===== src/rtl/cu_multicycle.sv =====
// rtl/cu_multicycle.sv - multi-cycle control unit with fetch handshake, register file and debug read port
module cu_multicycle #(
  parameter int DATA_WIDTH = 8,
  parameter int REG_BITS   = 2,
  parameter bit ZERO_REG   = 1'b0,
  localparam int INSTR_WIDTH = 2 + 3*REG_BITS + DATA_WIDTH + 4
) (
  input  logic                   clk,
  input  logic                   rst,
  input  logic [INSTR_WIDTH-1:0] instr,
  input  logic                   instr_valid,
  output logic                   instr_ready,
  input  logic [DATA_WIDTH-1:0]  result2,
  output logic [DATA_WIDTH-1:0]  operand1,
  output logic [DATA_WIDTH-1:0]  operand2,
  output logic [DATA_WIDTH-1:0]  offset,
  output logic [3:0]             opcode,
  output logic                   sel1,
  output logic                   sel3,
  output logic                   w_r,
  output logic                   done,
  input  logic [REG_BITS-1:0]    dbg_addr,
  output logic [DATA_WIDTH-1:0]  dbg_data
);

  localparam int DEPTH    = 2**REG_BITS;
  localparam int TYPE_MSB = INSTR_WIDTH - 1;
  localparam int RD_MSB   = INSTR_WIDTH - 3;
  localparam int RS1_MSB  = RD_MSB - REG_BITS;
  localparam int RS2_MSB  = RS1_MSB - REG_BITS;
  localparam int OFF_LSB  = 4;

  localparam logic [1:0] T_NOP   = 2'b00;
  localparam logic [1:0] T_STD   = 2'b01;
  localparam logic [1:0] T_LOAD  = 2'b10;
  localparam logic [1:0] T_STORE = 2'b11;

  typedef enum logic [2:0] {
    IDLE      = 3'd0,
    DECODE    = 3'd1,
    EXECUTE   = 3'd2,
    MEM       = 3'd3,
    WRITEBACK = 3'd4
  } state_t;

  state_t state;
  state_t state_next;

  logic [INSTR_WIDTH-1:0] instr_q;
  logic [INSTR_WIDTH-1:0] instr_next;

  logic [DATA_WIDTH-1:0] operand1_next;
  logic [DATA_WIDTH-1:0] operand2_next;
  logic [DATA_WIDTH-1:0] offset_next;
  logic [3:0]            opcode_next;
  logic                  sel1_next;
  logic                  sel3_next;
  logic                  w_r_next;
  logic                  done_next;
  logic                  rf_we;

  logic [DATA_WIDTH-1:0] regs    [DEPTH];
  logic [DATA_WIDTH-1:0] rf_view [DEPTH];

  // Fields of the latched instruction; they stay stable for its whole lifetime
  logic [1:0]            itype;
  logic [REG_BITS-1:0]   rd_f;
  logic [REG_BITS-1:0]   rs1_f;
  logic [REG_BITS-1:0]   rs2_f;
  logic [DATA_WIDTH-1:0] off_f;
  logic [3:0]            opc_f;

  assign itype = instr_q[TYPE_MSB -: 2];
  assign rd_f  = instr_q[RD_MSB -: REG_BITS];
  assign rs1_f = instr_q[RS1_MSB -: REG_BITS];
  assign rs2_f = instr_q[RS2_MSB -: REG_BITS];
  assign off_f = instr_q[OFF_LSB +: DATA_WIDTH];
  assign opc_f = instr_q[3:0];

  // Only IDLE fetches, and never while reset is being applied
  assign instr_ready = (state == IDLE) && !rst;

  // Architectural view of the register file: R0 reads as zero when hard-wired
  always_comb begin
    for (int i = 0; i < DEPTH; i++) begin
      rf_view[i] = (ZERO_REG && (i == 0)) ? '0 : regs[i];
    end
  end

  assign dbg_data = rf_view[dbg_addr];

  // Next-state and next-output decisions; every output holds unless changed here
  always_comb begin
    state_next    = state;
    instr_next    = instr_q;
    operand1_next = operand1;
    operand2_next = operand2;
    offset_next   = offset;
    opcode_next   = opcode;
    sel1_next     = sel1;
    sel3_next     = sel3;
    w_r_next      = w_r;
    done_next     = 1'b0;
    rf_we         = 1'b0;

    case (state)
      IDLE: begin
        w_r_next = 1'b0;
        if (instr_valid && instr_ready) begin
          instr_next = instr;
          // A NOP is swallowed here: it never reaches DECODE and never retires
          if (instr[TYPE_MSB -: 2] != T_NOP) begin
            state_next = DECODE;
          end
        end
      end

      DECODE: begin
        state_next    = EXECUTE;
        operand1_next = rf_view[rs1_f];
        offset_next   = off_f;
        opcode_next   = opc_f;
        case (itype)
          T_STD: begin
            operand2_next = rf_view[rs2_f];
            sel1_next     = 1'b1;
            sel3_next     = 1'b0;
            w_r_next      = 1'b0;
          end
          T_LOAD: begin
            operand2_next = rf_view[rd_f];
            sel1_next     = 1'b0;
            sel3_next     = 1'b1;
            w_r_next      = 1'b0;
          end
          T_STORE: begin
            operand2_next = rf_view[rd_f];
            sel1_next     = 1'b1;
            sel3_next     = 1'b1;
            w_r_next      = 1'b1;
          end
          default: begin
            state_next = IDLE;
          end
        endcase
      end

      EXECUTE: begin
        case (itype)
          T_STD:           state_next = WRITEBACK;
          T_LOAD, T_STORE: state_next = MEM;
          default:         state_next = IDLE;
        endcase
      end

      MEM: begin
        if (itype == T_LOAD) begin
          state_next = WRITEBACK;
        end else begin
          // Stores retire straight from MEM: the write strobe ends here
          state_next = IDLE;
          w_r_next   = 1'b0;
          done_next  = (itype == T_STORE);
        end
      end

      WRITEBACK: begin
        rf_we      = !(ZERO_REG && (rd_f == '0));
        done_next  = 1'b1;
        w_r_next   = 1'b0;
        state_next = IDLE;
      end

      default: begin
        state_next = IDLE;
        w_r_next   = 1'b0;
      end
    endcase
  end

  // State register
  always_ff @(posedge clk) begin
    if (rst) begin
      state <= IDLE;
    end else begin
      state <= state_next;
    end
  end

  // Registered control outputs and the latched instruction
  always_ff @(posedge clk) begin
    if (rst) begin
      instr_q  <= '0;
      operand1 <= '0;
      operand2 <= '0;
      offset   <= '0;
      opcode   <= 4'hF;
      sel1     <= 1'b0;
      sel3     <= 1'b0;
      w_r      <= 1'b0;
      done     <= 1'b0;
    end else begin
      instr_q  <= instr_next;
      operand1 <= operand1_next;
      operand2 <= operand2_next;
      offset   <= offset_next;
      opcode   <= opcode_next;
      sel1     <= sel1_next;
      sel3     <= sel3_next;
      w_r      <= w_r_next;
      done     <= done_next;
    end
  end

  // Register file: reset loads each entry with its own index
  always_ff @(posedge clk) begin
    if (rst) begin
      for (int i = 0; i < DEPTH; i++) begin
        regs[i] <= DATA_WIDTH'(i);
      end
    end else if (rf_we) begin
      regs[rd_f] <= result2;
    end
  end

endmodule


===== config.mk =====
export PLATFORM = sky130hd
export DESIGN_NAME = cu_multicycle
export DESIGN_NICKNAME = d
export VERILOG_FILES = /design/src/rtl/cu_multicycle.sv
export SDC_FILE = /design/constraint.sdc
export NUM_CORES = 1
export LEC_CHECK = 0
export ABC_CLOCK_PERIOD_IN_PS = 3900
export CORE_UTILIZATION = 54
export CTS_CLUSTER_DIAMETER = 200
export DETAILED_ROUTE_END_ITERATION = 8
export DONT_BUFFER_PORTS = 1
export PLACE_DENSITY = 0.77
export SYNTH_ARGS = -nofsm -noshare
export SYNTH_HDL_FRONTEND = slang
export SYNTH_SLANG_ARGS = --single-unit

===== constraint.sdc =====
create_clock -name clk -period 3.9 [get_ports clk]
set_input_delay 0.195 -clock clk [delete_from_list [all_inputs] [get_ports clk]]
set_output_delay 0.195 -clock clk [all_outputs]
set_load 0.005 [all_outputs]

==> reports/summary.md, run 1 <==
The run finished with clean final reports. The critical path endpoint is operand2[5]. Post-cts hold buffer count: 21.

The highest cell delay on the worst timing path came out at 0.75 ns. The signal on the critical path passes through inv_1, ha_1, nor4b_2, nand2b_1, o22ai_1, nor3_1. The biggest area consumer among synthesized cells was sky130_fd_sc_hd__dfxtp_1. In the routed layout, each cell is associated on average with a via count of 5.93. The die covers 8060 um2. The part of the Yosys area used for sequential elements came out at 49.6%.

The post-synth net total was 417; the total I/O pin count was 74. Derived from the worst setup path, the maximum achievable clock frequency is 0.412 GHz. Counting flops with a built-in enable in the synthesized netlist gives 32.

Setup repair after global routing left no endpoint under its margin. The HPWL after detailed placement was 6070 um. The cell sitting at the root of the clock tree is a sky130_fd_sc_hd__clkbuf_8. Start point of the critical path: instr_q[18]. The repair_antennas step left the layout with diodes totalling 0.

In the final design database the tool counted 420 nets. The worst voltage drop across the vdd grid was 0.222 mV; the worst slew slack as a fraction of its limit was 40.0%. The logic depth of the worst register-to-register path was 6; the x dimension of the die was 89.8 um. The final max-slew violation count was 0; the height of the chip was 89.8 um. The tool flagged a number of max-cap violations equal to 0. In the post-synthesis netlist, the biggest area contributors are sky130_fd_sc_hd__dfxtp_1, sky130_fd_sc_hd__edfxtp_1, sky130_fd_sc_hd__mux4_2, sky130_fd_sc_hd__nand2_1, sky130_fd_sc_hd__a21oi_1.

The worst-case hold slack was 0.0239 ns. The most common cell in the synthesized netlist is sky130_fd_sc_hd__nand2_1. After clock tree synthesis, the clock-pin slew on the worst setup and hold paths is 0.08 ns. The endpoint identified for the worst register-to-register timing path is operand2[5]. The total negative slack for setup checks came out at 0 ns.

The area added between synthesis and finish came out at 9.17%. Detailed routing inserted a total of 2862 vias. The run gives 2879 as the via count of the first global-routing pass. Fraction of layout cells with a size suffix above 1: 15.4%.

The tools report the minimum setup slack among reg-to-reg paths as 1.47 ns. The sum of overflow across all layers after global routing is 0. The global-route wire length before repair was 14500 um.

The largest fanout of any net on the critical path is 11. For this run, the leading register cell type out of synthesis is sky130_fd_sc_hd__dfxtp_1. The initial utilization of the core area, before any placement, comes to 56.8%. The post-synthesis average cell area was 11.0 um2. For the post-CTS resize count, the log shows 0.

The cell area power density is 385 nW/um2, and the total clock sinks is 87. The number of remaining DRC errors is 0, and the average routed wire per standard cell is 18.3 um. Counting flops with an async set or reset pin after synthesis yields a share of 0%. Data arrives at the worst endpoint at 2.66 ns. The min-delay analysis places its worst path in the category in2reg. Required time at the endpoint of the critical path: 4.13 ns. The count of different cell masters after synthesis came out at 36.

The run gives 0 as the buffer count from post-CTS setup fixing. The instance count of the mapped netlist is 377, and the clock latency reported for the late side of the worst-skew pair is 0.35 ns. After detailed routing, the total wire length is 8860 um.

The remaining antenna violation count was 0; the total power of the final layout was 1.75 mW. After synthesis the cells add up to 4160 um2. The run gives 3 as the H-tree depth. During synthesis, Yosys emitted a total of 0 warnings.

In the finished design, the share of the clock period the worst path needs comes to 62.2%. Cell at the slowest stage of the critical path: sky130_fd_sc_hd__nor4b_2. The run gives 0 as the final-report hold violation count.

The startpoint identified for the worst register-to-register timing path is instr_q[18]. Clock tree synthesis inserted a total of 9 buffers. For this run, the detailed router's first-pass iteration total came to 4.

The tools report the critical path endpoint category as a register. The tools report the number of antenna violations at the first check in global routing as 0. The flip-flop and latch count after synthesis is 87, and the number of buffers between clock root and the deepest sink is 2. For this run, the total global-route usage over all layers was measured as 23.0%.

Of the post-synthesis cell area, the dominant cell type holds 26.5%. For the final database, setup skew stands at 0.00762 ns. The number of buffers added on ports was 0. Critical path start-end classification: reg2reg. The run gives 56 as the pin count of the biggest net entering global routing. The commonest cells after synthesis are sky130_fd_sc_hd__nand2_1, sky130_fd_sc_hd__dfxtp_1, sky130_fd_sc_hd__a21oi_1.

In this run the static leakage power is 1.54 nW. Setup violations remaining at the end of the flow were counted as 0. The tools report the type of element launching the critical path as a register.

Violation count after the first detailed-route iteration: 202. The placer congestion estimate is 0.804, and the total number of placement rows is 31. In this run the standard cell core region covers 7330 um2. At the pin with the least slew margin, the transition time is 0.898 ns.

TritonCTS built the clock tree. Subtracting the final worst setup slack from the clock period gives 2.43 ns. Final core utilization: 62.0%.
[stage by stage]
step	instances	area (um2)	setup slack, ns
finish	483	4540	1.47
global route	483	4540	1.27
CTS	483	4540	1.49
detailed placement	447	4140	1.51
global placement	447	4140	1.67
floorplan	377	4160	2.21
[power by group]
part	internal [mW]	switching [mW]
Clock	0.295	0.305
Sequential	0.968	0.0391
Combinational	0.0777	0.0646
[per-layer routing]
metal,vias up,global-route usage [%],share of wire [%]
li1,1349,-,-
met1,1388,27.7,41
met2,108,37.8,50
met3,17,6.94,7.5
met4,0,10.8,2.0
met5,-,0,0
[critical path: cells and delay by family, from the launching register on]
family / cells / cell delay [ns]
adders and majority gates: 1 / 0.25
AOI/OAI and AO/OA: 1 / 0.28
DFF: 1 / 0.45
and+or+nand+nor: 3 / 1.20
buffers and inverters: 1 / 0.12
[flip-flops by register name, indices dropped and copies added, names as in the netlist]
register and flops:
operand2 8, sel1 1, offset 8, w_r 1, regs 32, instr_q 20
done 1, operand1 8, sel3 1, state 3, opcode 4
[cell type report]
type / count / area [um2]
clock inverters: 4 / 48.8
clock buffers: 11 / 133
multi-input cells: 257 / 1940
inverters: 3 / 11.3
well taps: 99 / 124
fillers: 545 / 2790
flip-flops and latches: 87 / 2060
repair buffers: 22 / 228
[cells in the final DEF, fill, tap and decap left out, types with 4 or more instances in the layout]
cell type                       Yosys  final
sky130_fd_sc_hd__a21oi_1           39     39
sky130_fd_sc_hd__and2_1            29     29
sky130_fd_sc_hd__clkbuf_8           0      9
sky130_fd_sc_hd__dfxtp_1           55     55
sky130_fd_sc_hd__dlygate4sd3_1      0     20
sky130_fd_sc_hd__edfxtp_1          32     32
sky130_fd_sc_hd__ha_1               7      7
sky130_fd_sc_hd__mux4_2            32     32
sky130_fd_sc_hd__nand2_1           82     82
sky130_fd_sc_hd__nand2b_1           5      5
sky130_fd_sc_hd__nand3b_1           4      4
sky130_fd_sc_hd__nor2_1            15     15
sky130_fd_sc_hd__nor3_1             9      9
sky130_fd_sc_hd__o21ai_0            5      5
sky130_fd_sc_hd__o22ai_1            8      8
sky130_fd_sc_hd__or2_2              4      4
[how the worst min path moves through the flow]
stage | slack, ns | to | cells past startpoint | startpoint
after floorplan | 0.33 | instr_q[0] | 2 | instr[0]
after global placement | 0.27 | instr_q[12] | 1 | rst
after detailed placement | 0.27 | instr_q[18] | 1 | rst
after CTS | 0.02 | regs[1][0] | 1 | result2[0]
after global routing | 0.02 | regs[1][0] | 1 | result2[0]
final | 0.02 | regs[2][1] | 1 | result2[1]
[kinds of logic (layout without fill, tap and decap cells)]
family / after synthesis / after routing / synth area share, %
and+or+nand+nor: 161 / 161 / 19.6
DFF: 87 / 87 / 49.6
AOI/OAI and AO/OA: 56 / 56 / 7.28
muxes: 33 / 33 / 17.6
buffers and inverters: 33 / 40 / 3.91
adders and majority gates: 7 / 7 / 2.11
(Power assumes the default switching activity.)
==> run 2, diff against run 1 <==
--- a/config.mk
+++ b/config.mk
@@ -5,7 +5,8 @@
 export SDC_FILE = /design/constraint.sdc
 export NUM_CORES = 1
 export LEC_CHECK = 0
-export ABC_CLOCK_PERIOD_IN_PS = 3900
+export ABC_AREA = 1
+export ABC_CLOCK_PERIOD_IN_PS = 2300
 export CORE_UTILIZATION = 54
 export CTS_CLUSTER_DIAMETER = 200
 export DETAILED_ROUTE_END_ITERATION = 8
==> constraint.sdc (replaced) <==
create_clock -name clk -period 2.3 [get_ports clk]
set_input_delay 0.115 -clock clk [delete_from_list [all_inputs] [get_ports clk]]
set_output_delay 0.115 -clock clk [all_outputs]
set_load 0.005 [all_outputs]
==> reports/summary.md, run 2 <==
The run finished with clean final reports. Compared with the post-synthesis result, the final layout area differs by 9.78%. The buffer and inverter count on the worst path was 2 (+1); the sum of overflow across all layers after global routing was 0 (unchanged). The logs give 0.933 (+16%) for the placer congestion estimate and 0 (unchanged) for the number of antenna violations at the first check in global routing. Worst clock skew: 0.0135 ns (+0.00592 ns).

The total I/O pin count came out at 74 (unchanged). The fraction of layout cells with a size suffix above 1 was 6.13% (-9.2 points); the worst-case hold slack was 0.00566 ns (-0.0182 ns). Ranked by flip-flop count, first place goes to regs. The total global routing track utilization came out at 28.5% (+5.5 points).

Detailed-route wire length: 11600 um (+31%). The run gives 0.394 mV (+78%) as the worst voltage drop across the vdd grid. For the count of different cell masters after synthesis, the log shows 26 (-28%). The run gives 671 (+60%) as the net total in the final layout. The fmax was 0.489 GHz (+19%). The run gives 8640 um2 (+7.2%) as the area enclosed by the die boundary. Highest cell delay on the worst timing path: 0.57 ns (-0.18 ns).

Sorting the synthesized cells by area gives the leading types as sky130_fd_sc_hd__dfxtp_1, sky130_fd_sc_hd__edfxtp_1, sky130_fd_sc_hd__nand2_1, sky130_fd_sc_hd__a21oi_1, sky130_fd_sc_hd__inv_1. Ranked by instance count, the synthesized netlist is headed by sky130_fd_sc_hd__nand2_1, sky130_fd_sc_hd__a21oi_1, sky130_fd_sc_hd__inv_1. The required time at the endpoint of the critical path is 2.61 ns (-1.52 ns), and the per-cell via count in the routed design is 5.49 (-7.4%). The most frequent standard cell in the layout excluding fill and tap cells was sky130_fd_sc_hd__nand2_1. Clock transition time at the flip-flop clock pins of the worst setup and hold paths: 0.10 ns (+0.02 ns). The logs give 742 (+36%) for the final-layout fill cell count and 0 (unchanged) for the count of warnings emitted by yosys. For the buffer count from post-CTS setup fixing, the log shows 0 (unchanged).

The logs give 0 (unchanged) for the post-CTS resize count and 620 (+64%) for the instance count of the mapped netlist. Setup repair after global routing left no endpoint under its margin. TritonCTS built the clock tree. The actual slew at the worst max-slew pin is 0.991 ns (+0.0933 ns), and the x dimension of the die is 92.9 um (+3.5%).

The number of buffers between clock root and the deepest sink is 2 (unchanged). The post-synthesis average cell area is 7.20 um2 (-35%), and the met3 wirelength from detailed routing is 884 um (+33%). The total of max-cap violations came out at 0 (unchanged).

The class of the worst hold path was in2reg. The wire length on met1 is 4970 um (+38%). The final period utilization came out at 88.9% (+27 points). The run gives 701 (+57%) as the number of placed cells counting well taps. Biggest area consumer among synthesized cells: sky130_fd_sc_hd__dfxtp_1.

The cell at the slowest stage of the critical path was sky130_fd_sc_hd__dlygate4sd3_1. Number of buffers added on ports: 0 (unchanged). sky130_fd_sc_hd__nand2_1 is the most common cell in the netlist.

The largest registers in the layout are regs x32, instr_q x20. Total number of placement rows: 32 (+3.2%). The floorplan core area was 7850 um2 (+7.0%); the part of the Yosys area used for sequential elements was 46.2% (-3.4 points).

Among all flip-flop cells after synthesis, the most frequent one is sky130_fd_sc_hd__dfxtp_1. For the total negative slack for setup checks, the log shows 0 ns (unchanged). The tools report the final-report hold violation count as 0 (unchanged). The clock tree root buffer cell was sky130_fd_sc_hd__clkbuf_8.

The total clock sinks was 87 (unchanged); the total standard cell area after synthesis was 4470 um2 (+7.3%). The area share of the leading cell type in the synthesized netlist came out at 24.7% (-1.8 points). The run gives 5420 um (+23%) as the wire length on met2. The minimum clock period works out to 2.04 ns (-0.382 ns). The signal on the critical path passes through nor2_2, nand3_1, inv_1, nand2_1, a21oi_1, dlygate4sd3_1. The number of buffers created by CTS was 9 (unchanged). For the setup violation total in the final timing report, the log shows 0 (unchanged). The post-cts hold buffer count is 21 (unchanged).

Global-route wire length before repair: 19000 um (+31%). Violation count after the first detailed-route iteration: 432 (+110%). Proportion of synthesized flip-flops having asynchronous set or reset: 0% (unchanged). For the endpoint arrival time on the critical path, the log shows 2.36 ns (-0.30 ns). Detailed-routing iteration count for the pre-antenna-repair pass: 6 (+2). The tools report the clock latency reported for the late side of the worst-skew pair as 0.36 ns (about the same).

The H-tree depth is 3 (unchanged), and the HPWL after detailed placement is 8390 um (+38%). Average routed wire per standard cell: 15.7 um (-14%). The tools report the critical path endpoint category as a register.

The cell area power density is 650 nW/um2 (+69%), and the via count of the routed design is 4049 (+41%). Diode insertion count for antenna repair: 0 (unchanged). In the layout the commonest cells are sky130_fd_sc_hd__nand2_1, sky130_fd_sc_hd__a21oi_1, sky130_fd_sc_hd__inv_1, sky130_fd_sc_hd__dfxtp_1, sky130_fd_sc_hd__nand3_1. The via count of the first global-routing pass is 3765 (+31%).

The flip-flop and latch count after synthesis came out at 87 (unchanged). Critical path start-end classification: reg2reg. Number of remaining DRC errors: 0 (unchanged). The worst slew slack as a fraction of its limit is 33.7% (-6.3 points).

The post-layout instance count excluding filler cells was 738 (+53%); the height of the chip was 92.9 um (+3.5%). The run gives 0 (unchanged) as the remaining antenna violation count. The cell family contributing the most delay on the critical path is buffers and inverters. The run gives 660 (+58%) as the post-synth net total. The number of enable flip-flop cells after synthesis is 32 (unchanged), and the initial standard-cell utilization of the core is 56.9% (+0.15 points). The pin count of the biggest net entering global routing came out at 34 (-39%). Static leakage: 2.21 nW (+43%). After detailed routing, no signal wire sits above met4. Type of element launching the critical path: a register. The number of flip-flops in the largest register was 32 (unchanged).

Final max-slew violation count: 0 (unchanged). The largest fanout of any net on the critical path was 11 (unchanged).
-- run 2: layout make-up --
class                      count  area, um2  share of cell area [%]
clock inverter                 6       51.3                    1.05
tap                          102        128                    2.60
clock buffer                  10        128                    2.60
timing repair buffer          31        285                    5.82
inverter                      82        308                    6.28
multi-input combinational    420       1940                    39.6
sequential                    87       2060                    42.1
-- run 2: where the power goes --
part	total, mW	internal (mW)	switching (mW)
Combinational	0.451	0.153	0.298
Clock	1.01	0.413	0.597
Sequential	1.72	1.66	0.0623
Total	3.19	2.23	0.957
-- run 2: routing by layer --
metal | GRT usage [%] | vias to the layer above
met5 | 0 | -
met4 | 11.7 | 0
met3 | 4.52 | 26
met2 | 45.6 | 193
met1 | 38.3 | 1823
li1 | - | 2007
-- run 2: logic make-up (layout without fill, tap and decap cells) --
group,Yosys count,after routing,synth area share [%]
buf+inv,113,129,10.4
simple gates,285,285,26.6
fa+ha+maj,7,7,1.96
flops,87,87,46.2
compound gates,128,128,14.9
-- run 2: worst paths after layout --
kind	startpoint	depth (start not counted)	end	slack, ns
max	state[1]	6	instr_q[18]	0.26
min	result2[0]	2	regs[3][0]	0.006
max reg2reg	state[1]	6	instr_q[18]	0.26
min reg2reg	instr_q[1]	2	instr_q[1]	0.45
-- run 2: per-stage QoR --
| stage | power (mW) | utilization [%] | worst slack (ns) | instance area, um2 |
|---|---|---|---|---|
| after global routing | 3.34 | 62.5 | 0.114 | 4900 |
| final | 3.19 | 62.5 | 0.256 | 4900 |
| after floorplan | 2.07 | - | 0.799 | 4470 |
| after CTS | 3.18 | 62.5 | 0.292 | 4900 |
| after global placement | 2.15 | 57.5 | 0.592 | 4510 |
| after detailed placement | 2.16 | 57.5 | 0.528 | 4510 |
